**config.mk**
```make
export PLATFORM = sky130hd
export DESIGN_NAME = bcd_counter_display
export DESIGN_NICKNAME = d
export VERILOG_FILES = /design/src/rtl/bcd_counter_display.sv
export SDC_FILE = /design/constraint.sdc
export NUM_CORES = 1
export LEC_CHECK = 0
export CAP_MARGIN = 30
export CORE_MARGIN = 3
export CORE_UTILIZATION = 50
export DETAILED_ROUTE_END_ITERATION = 10
export PLACE_DENSITY_LB_ADDON = 0.2
export SLEW_MARGIN = 20
export SYNTH_ARGS = -nofsm -noshare
export SYNTH_HDL_FRONTEND = slang
export SYNTH_SLANG_ARGS = --single-unit
```
**constraint.sdc**
```tcl
create_clock -name clk -period 4.5 [get_ports clk]
set_clock_uncertainty 0.2 [all_clocks]
set_input_delay 1.35 -clock clk [delete_from_list [all_inputs] [get_ports clk]]
set_output_delay 1.35 -clock clk [all_outputs]
set_load 0.01 [all_outputs]
```
**src/rtl/bcd_counter_display.sv**
```systemverilog
// rtl/bcd_counter_display.sv - N-digit BCD up/down counter with multiplexed 7-segment driver
module bcd_counter_display #(
  parameter int NUM_DIGITS   = 4,
  parameter int NUM_AN_TOTAL = 8,
  parameter int TICK_DIV     = 1,
  parameter int REFRESH_DIV  = 4,
  localparam int DPW         = (NUM_DIGITS > 1) ? $clog2(NUM_DIGITS) : 1
) (
  input  logic                             clk,
  input  logic                             rst,
  input  logic                             en,
  input  logic                             up_dn,
  input  logic                             load,
  input  logic [4*NUM_DIGITS-1:0]          load_val,
  input  logic                             cathod,
  input  logic                             blank_lz,
  input  logic [DPW-1:0]                   dp_pos,
  output logic [4*NUM_DIGITS-1:0]          digits,
  output logic                             wrap,
  output logic [6:0]                       seg,
  output logic                             dp,
  output logic [NUM_DIGITS-1:0]            an,
  output logic [NUM_AN_TOTAL-NUM_DIGITS-1:0] other_an
);

  localparam int PW = (TICK_DIV > 1) ? $clog2(TICK_DIV) : 1;
  localparam int RW = (REFRESH_DIV > 1) ? $clog2(REFRESH_DIV) : 1;
  localparam logic [PW-1:0]  PRESC_MAX = PW'(TICK_DIV - 1);
  localparam logic [RW-1:0]  REF_MAX   = RW'(REFRESH_DIV - 1);
  localparam logic [DPW-1:0] IDX_MAX   = DPW'(NUM_DIGITS - 1);

  logic [4*NUM_DIGITS-1:0] count;
  logic [4*NUM_DIGITS-1:0] step_val;
  logic [4*NUM_DIGITS-1:0] load_clean;
  logic                    step_cy;
  logic [PW-1:0]           presc;
  logic                    tick;

  logic [RW-1:0]           ref_cnt;
  logic [DPW-1:0]          scan_idx;
  logic [NUM_DIGITS-1:0]   blank_mask;
  logic                    zero_run;
  logic [3:0]              cur_digit;
  logic                    cur_blank;
  logic [NUM_DIGITS-1:0]   an_next;
  logic [6:0]              seg_pat;

  logic [6:0]              seg_int;
  logic                    dp_int;
  logic [NUM_DIGITS-1:0]   an_int;

  assign tick = en && (presc == PRESC_MAX);

  // Carry/borrow ripples through every digit within one cycle.
  always_comb begin
    step_val = count;
    step_cy  = 1'b1;
    for (int i = 0; i < NUM_DIGITS; i++) begin
      if (step_cy) begin
        if (up_dn) begin
          if (count[4*i +: 4] == 4'd9) begin
            step_val[4*i +: 4] = 4'd0;
          end else begin
            step_val[4*i +: 4] = count[4*i +: 4] + 4'd1;
            step_cy            = 1'b0;
          end
        end else begin
          if (count[4*i +: 4] == 4'd0) begin
            step_val[4*i +: 4] = 4'd9;
          end else begin
            step_val[4*i +: 4] = count[4*i +: 4] - 4'd1;
            step_cy            = 1'b0;
          end
        end
      end
    end
  end

  always_comb begin
    load_clean = '0;
    for (int i = 0; i < NUM_DIGITS; i++) begin
      load_clean[4*i +: 4] = (load_val[4*i +: 4] > 4'd9) ? 4'd0 : load_val[4*i +: 4];
    end
  end

  always_ff @(posedge clk or posedge rst) begin
    if (rst) begin
      count <= '0;
      wrap  <= 1'b0;
      presc <= '0;
    end else begin
      wrap <= 1'b0;
      if (load) begin
        count <= load_clean;
        presc <= '0;
      end else begin
        if (en) presc <= tick ? '0 : presc + 1'b1;
        if (tick) begin
          count <= step_val;
          wrap  <= step_cy;
        end
      end
    end
  end

  assign digits = count;

  always_ff @(posedge clk or posedge rst) begin
    if (rst) begin
      ref_cnt  <= '0;
      scan_idx <= '0;
    end else if (ref_cnt == REF_MAX) begin
      ref_cnt  <= '0;
      scan_idx <= (scan_idx == IDX_MAX) ? '0 : scan_idx + 1'b1;
    end else begin
      ref_cnt <= ref_cnt + 1'b1;
    end
  end

  // A digit is blanked only while it and everything above it are zero.
  always_comb begin
    blank_mask = '0;
    zero_run   = 1'b1;
    for (int i = NUM_DIGITS - 1; i >= 0; i--) begin
      zero_run      = zero_run && (count[4*i +: 4] == 4'd0);
      blank_mask[i] = blank_lz && (i > 0) && zero_run;
    end
  end

  always_comb begin
    cur_digit = 4'd0;
    cur_blank = 1'b0;
    an_next   = '0;
    for (int i = 0; i < NUM_DIGITS; i++) begin
      if (scan_idx == DPW'(i)) begin
        cur_digit  = count[4*i +: 4];
        cur_blank  = blank_mask[i];
        an_next[i] = 1'b1;
      end
    end
  end

  always_comb begin
    seg_pat = 7'h00;
    case (cur_digit)
      4'd0: seg_pat = 7'h3F;
      4'd1: seg_pat = 7'h06;
      4'd2: seg_pat = 7'h5B;
      4'd3: seg_pat = 7'h4F;
      4'd4: seg_pat = 7'h66;
      4'd5: seg_pat = 7'h6D;
      4'd6: seg_pat = 7'h7D;
      4'd7: seg_pat = 7'h07;
      4'd8: seg_pat = 7'h7F;
      4'd9: seg_pat = 7'h6F;
      default: seg_pat = 7'h00;
    endcase
  end

  always_ff @(posedge clk or posedge rst) begin
    if (rst) begin
      seg_int <= '0;
      dp_int  <= 1'b0;
      an_int  <= '0;
    end else begin
      seg_int <= cur_blank ? 7'h00 : seg_pat;
      dp_int  <= (scan_idx == dp_pos);
      an_int  <= an_next;
    end
  end

  // Polarity stage is combinational so cathod acts in the same cycle.
  assign seg      = cathod ? seg_int : ~seg_int;
  assign dp       = cathod ? dp_int  : ~dp_int;
  assign an       = cathod ? an_int  : ~an_int;
  assign other_an = cathod ? '0 : '1;

endmodule
```
==> impl_metrics.env <==
export IMPL_pwr_share_seq_pct=39.7
export IMPL_start_util_pct=53.74
export IMPL_synthCells=309
export IMPL_ys_flop_type="dfrtp_1"
export IMPL_fin_nets=384
export IMPL_wl_mm=5.419
export IMPL_multiInputGateArea_um2=1563
export IMPL_min_period_over_period_pct=94.88
export IMPL_synth_area_um2=2623
export IMPL_crit_start="cathod"
export IMPL_ys_seq_area_share_pct=32.44
export IMPL_grt_pass1_vias=2110
export IMPL_fillers=418
export IMPL_cp_top_family="buffers and inverters"
export IMPL_critPathKind="in2out"
export IMPL_worstPathArrival_ns=2.72
export IMPL_worstSetupStartpointType="input port"
export IMPL_place_area_um2=3189
export IMPL_post_route_min_period_ns=4.270
export IMPL_p_int_w=0.0007099
export IMPL_max_freq_ghz=0.2342
export IMPL_synthArstFlopShare_pct=100.0
export IMPL_die_x_um=78.42
export IMPL_wl_per_cell_um=13.00
export IMPL_hold_path_class="reg2reg"
export IMPL_p_comb_share_pct=34.4
export IMPL_drive_gt1_share_pct=7.714
export IMPL_grt_util_all_layers_pct=18.58
export IMPL_slew_violations=0
export IMPL_syn_to_final_growth_pct=25.95
export IMPL_avgSynthCellArea_um2=8.487
export IMPL_postCtsSetupRepairBufs=0
export IMPL_cp_end_kind="primary output"
export IMPL_grt_pass1_wl_mm=9.425
export IMPL_post_cts_resized=0
export IMPL_die_area_um2=6150
export IMPL_cp_required_ns=2.95
export IMPL_tritoncts="done"
export IMPL_hpwl_mm=3.937
export IMPL_grt_max_degree=38
export IMPL_crit_slowest_cell="clkdlybuf4s50_1"
export IMPL_ant_nets=0
export IMPL_cts_path_max_buffers=2
export IMPL_worst_path_buf_inv=3
export IMPL_synth_enable_flop_cells=0
export IMPL_rows=25
export IMPL_seqCellArea_um2=850.8
export IMPL_hold_buffers=0
export IMPL_vias=2325
export IMPL_drt_iter0_drc=178
export IMPL_antenna_cells=0
export IMPL_p_sw_share_pct=32.57
export IMPL_p_per_area_nw_per_um2=318.7
export IMPL_viasPerCell=5.576
export IMPL_cts_buffers=5
export IMPL_finalSetupViolCount=0
export IMPL_regToRegStartpoint="scan_idx[0]$_DFFE_PP0P_"
export IMPL_path_cells="clkdlybuf4s50_1 > buf_12 > xnor2_1 > clkdlybuf4s50_1"
export IMPL_relSlewSlack_pct=66.52
export IMPL_drv_cap=0
export IMPL_mappedNetlistNets=344
export IMPL_io_pins=58
export IMPL_clkLatencyLatePin_ns=0.28
export IMPL_grt_setup_unrepaired="false"
export IMPL_core_area_um2=4880
export IMPL_synth_cell_types=53
export IMPL_ir_worst_vdd_mv=0.1546
export IMPL_drt_first_pass_iters=4
export IMPL_path_clk_slew_ns=0.07
export IMPL_final_hold_viol_count=0
export IMPL_synth_seq_cells=34
export IMPL_fin_area_um2=3303
export IMPL_setup_tns_ns=0
export IMPL_slowest_delay_ns=0.57
export IMPL_gr_total_overflow=0
export IMPL_min_from="ref_cnt[0]$_DFF_PP0_"
export IMPL_place_congestion=0.8147
export IMPL_outcome="completed"
export IMPL_grt_antenna_before_repair=0
export IMPL_htree_levels=2
export IMPL_worst_pin_slew_ns=0.5021
export IMPL_p_clk_share_pct=25.9
export IMPL_p_leak_nw=1.294
export IMPL_die_height_um=78.42
export IMPL_io_buffers=57
export IMPL_switchingPower_w=0.0003429
export IMPL_crit_top_cell="clkdlybuf4s50_1"
export IMPL_ys_warn_count=0
export IMPL_crit_fanout=13
export IMPL_clock_sinks=34
export IMPL_layout_commonest_cell="clkdlybuf4s50_1"
export IMPL_cts_root_buf="clkbuf_8"
export IMPL_final_cell_mix="clkdlybuf4s50_1, dfrtp_1, o21ai_0, nor2_1, xnor2_1"
export IMPL_drc=0
==> per-layer routing <==
| layer | track usage (%) | vias up | routed length (um) |
|---|---|---|---|
| li1 | - | 1174 | - |
| met1 | 24.11 | 1060 | 2500 |
| met2 | 30.39 | 79 | 2492 |
| met3 | 4.128 | 12 | 315 |
| met4 | 6.818 | 0 | 111 |
| met5 | 0 | - | 0 |
==> area by class of cell <==
type	instances	area share [%]
Clock buffer	5	2.083
Multi-Input combinational cell	228	47.31
Inverter	15	1.705
Timing Repair Buffer	65	19.39
Clock inverter	3	1.212
Sequential cell	34	25.76
Tap cell	67	2.538
==> power groups by stage <==
stage / clock network [W] / logic (W) / registers, W
final: 0.000273 / 0.000362 / 0.000418
after global routing: 0.000295 / 0.000400 / 0.000429
after CTS: 0.000280 / 0.000364 / 0.000417
after detailed placement: 0 / 0.000362 / 0.000423
after global placement: 0 / 0.000353 / 0.000420
after floorplan: 0 / 0.000255 / 0.000383
==> sequential cells by signal (all words and copies together) (netlist names) <==
register,cells
wrap,1
an_int,4
digits,16
dp_int,1
seg_int,7
presc,1
ref_cnt,2
scan_idx,2
==> metrics by stage <==
stage	cells	utilization [%]	hold WS, ns	total power, W	setup WS (ns)
after global placement	408	65.36	0.2161	0.0007736	0.2778
final	417	67.69	0.2304	0.001053	0.2303
after global routing	417	67.69	0.2506	0.001124	0.1769
after CTS	416	67.59	0.2350	0.001061	0.2132
after floorplan	309	-	0.2031	0.0006380	0.5870
after detailed placement	408	65.36	0.2195	0.0007849	0.2174
==> logic make-up (layout without fill, tap and decap cells) <==
| kind of cell | after synthesis | after routing | synth area share, % |
|---|---|---|---|
| simple gates | 100 | 100 | 20.94 |
| buf+inv | 47 | 88 | 7.968 |
| fa+ha+maj | 10 | 10 | 4.771 |
| flops | 34 | 34 | 32.44 |
| compound gates | 85 | 85 | 21.66 |
| mux | 11 | 11 | 4.866 |
| xor+xnor | 22 | 22 | 7.347 |
==> synthesized netlist by cell type (5+ instances only) <==
cell type   n  area share, %
nor3_1      9            1.7
o211ai_1    5            1.4
o21ai_0    29            5.5
buf_4       5            1.4
xnor2_1    17            5.7
o22ai_1     5            1.2
a211oi_1    5            1.4
clkbuf_1   19            2.7
inv_1      15            2.1
ha_1       10            4.8
nand3_1    10            1.9
and3_1      6            1.4
nor2_1     24            3.4
xor2_1      5            1.7
mux2i_1     6            2.3
nand2_1    15            2.1
nand3b_1    9            2.6
dfrtp_1    34             32
nor4_1      5            1.2
a21oi_1    11            2.1
==> worst paths after layout <==
path,end,slack [ns],cells past startpoint
setup / recovery,seg[6],0.23,4
hold / removal,ref_cnt[0]$_DFF_PP0_,0.23,1
setup reg to reg,seg_int[0]$_DFF_PP0_,1.92,7
hold reg to reg,ref_cnt[0]$_DFF_PP0_,0.23,1
max in group asynchronous,seg_int[4]$_DFF_PP0_,2.54,3
min in group asynchronous,digits[3]$_DFFE_PP0P_,1.25,3
Note: power is estimated with default switching activity, not from simulation.
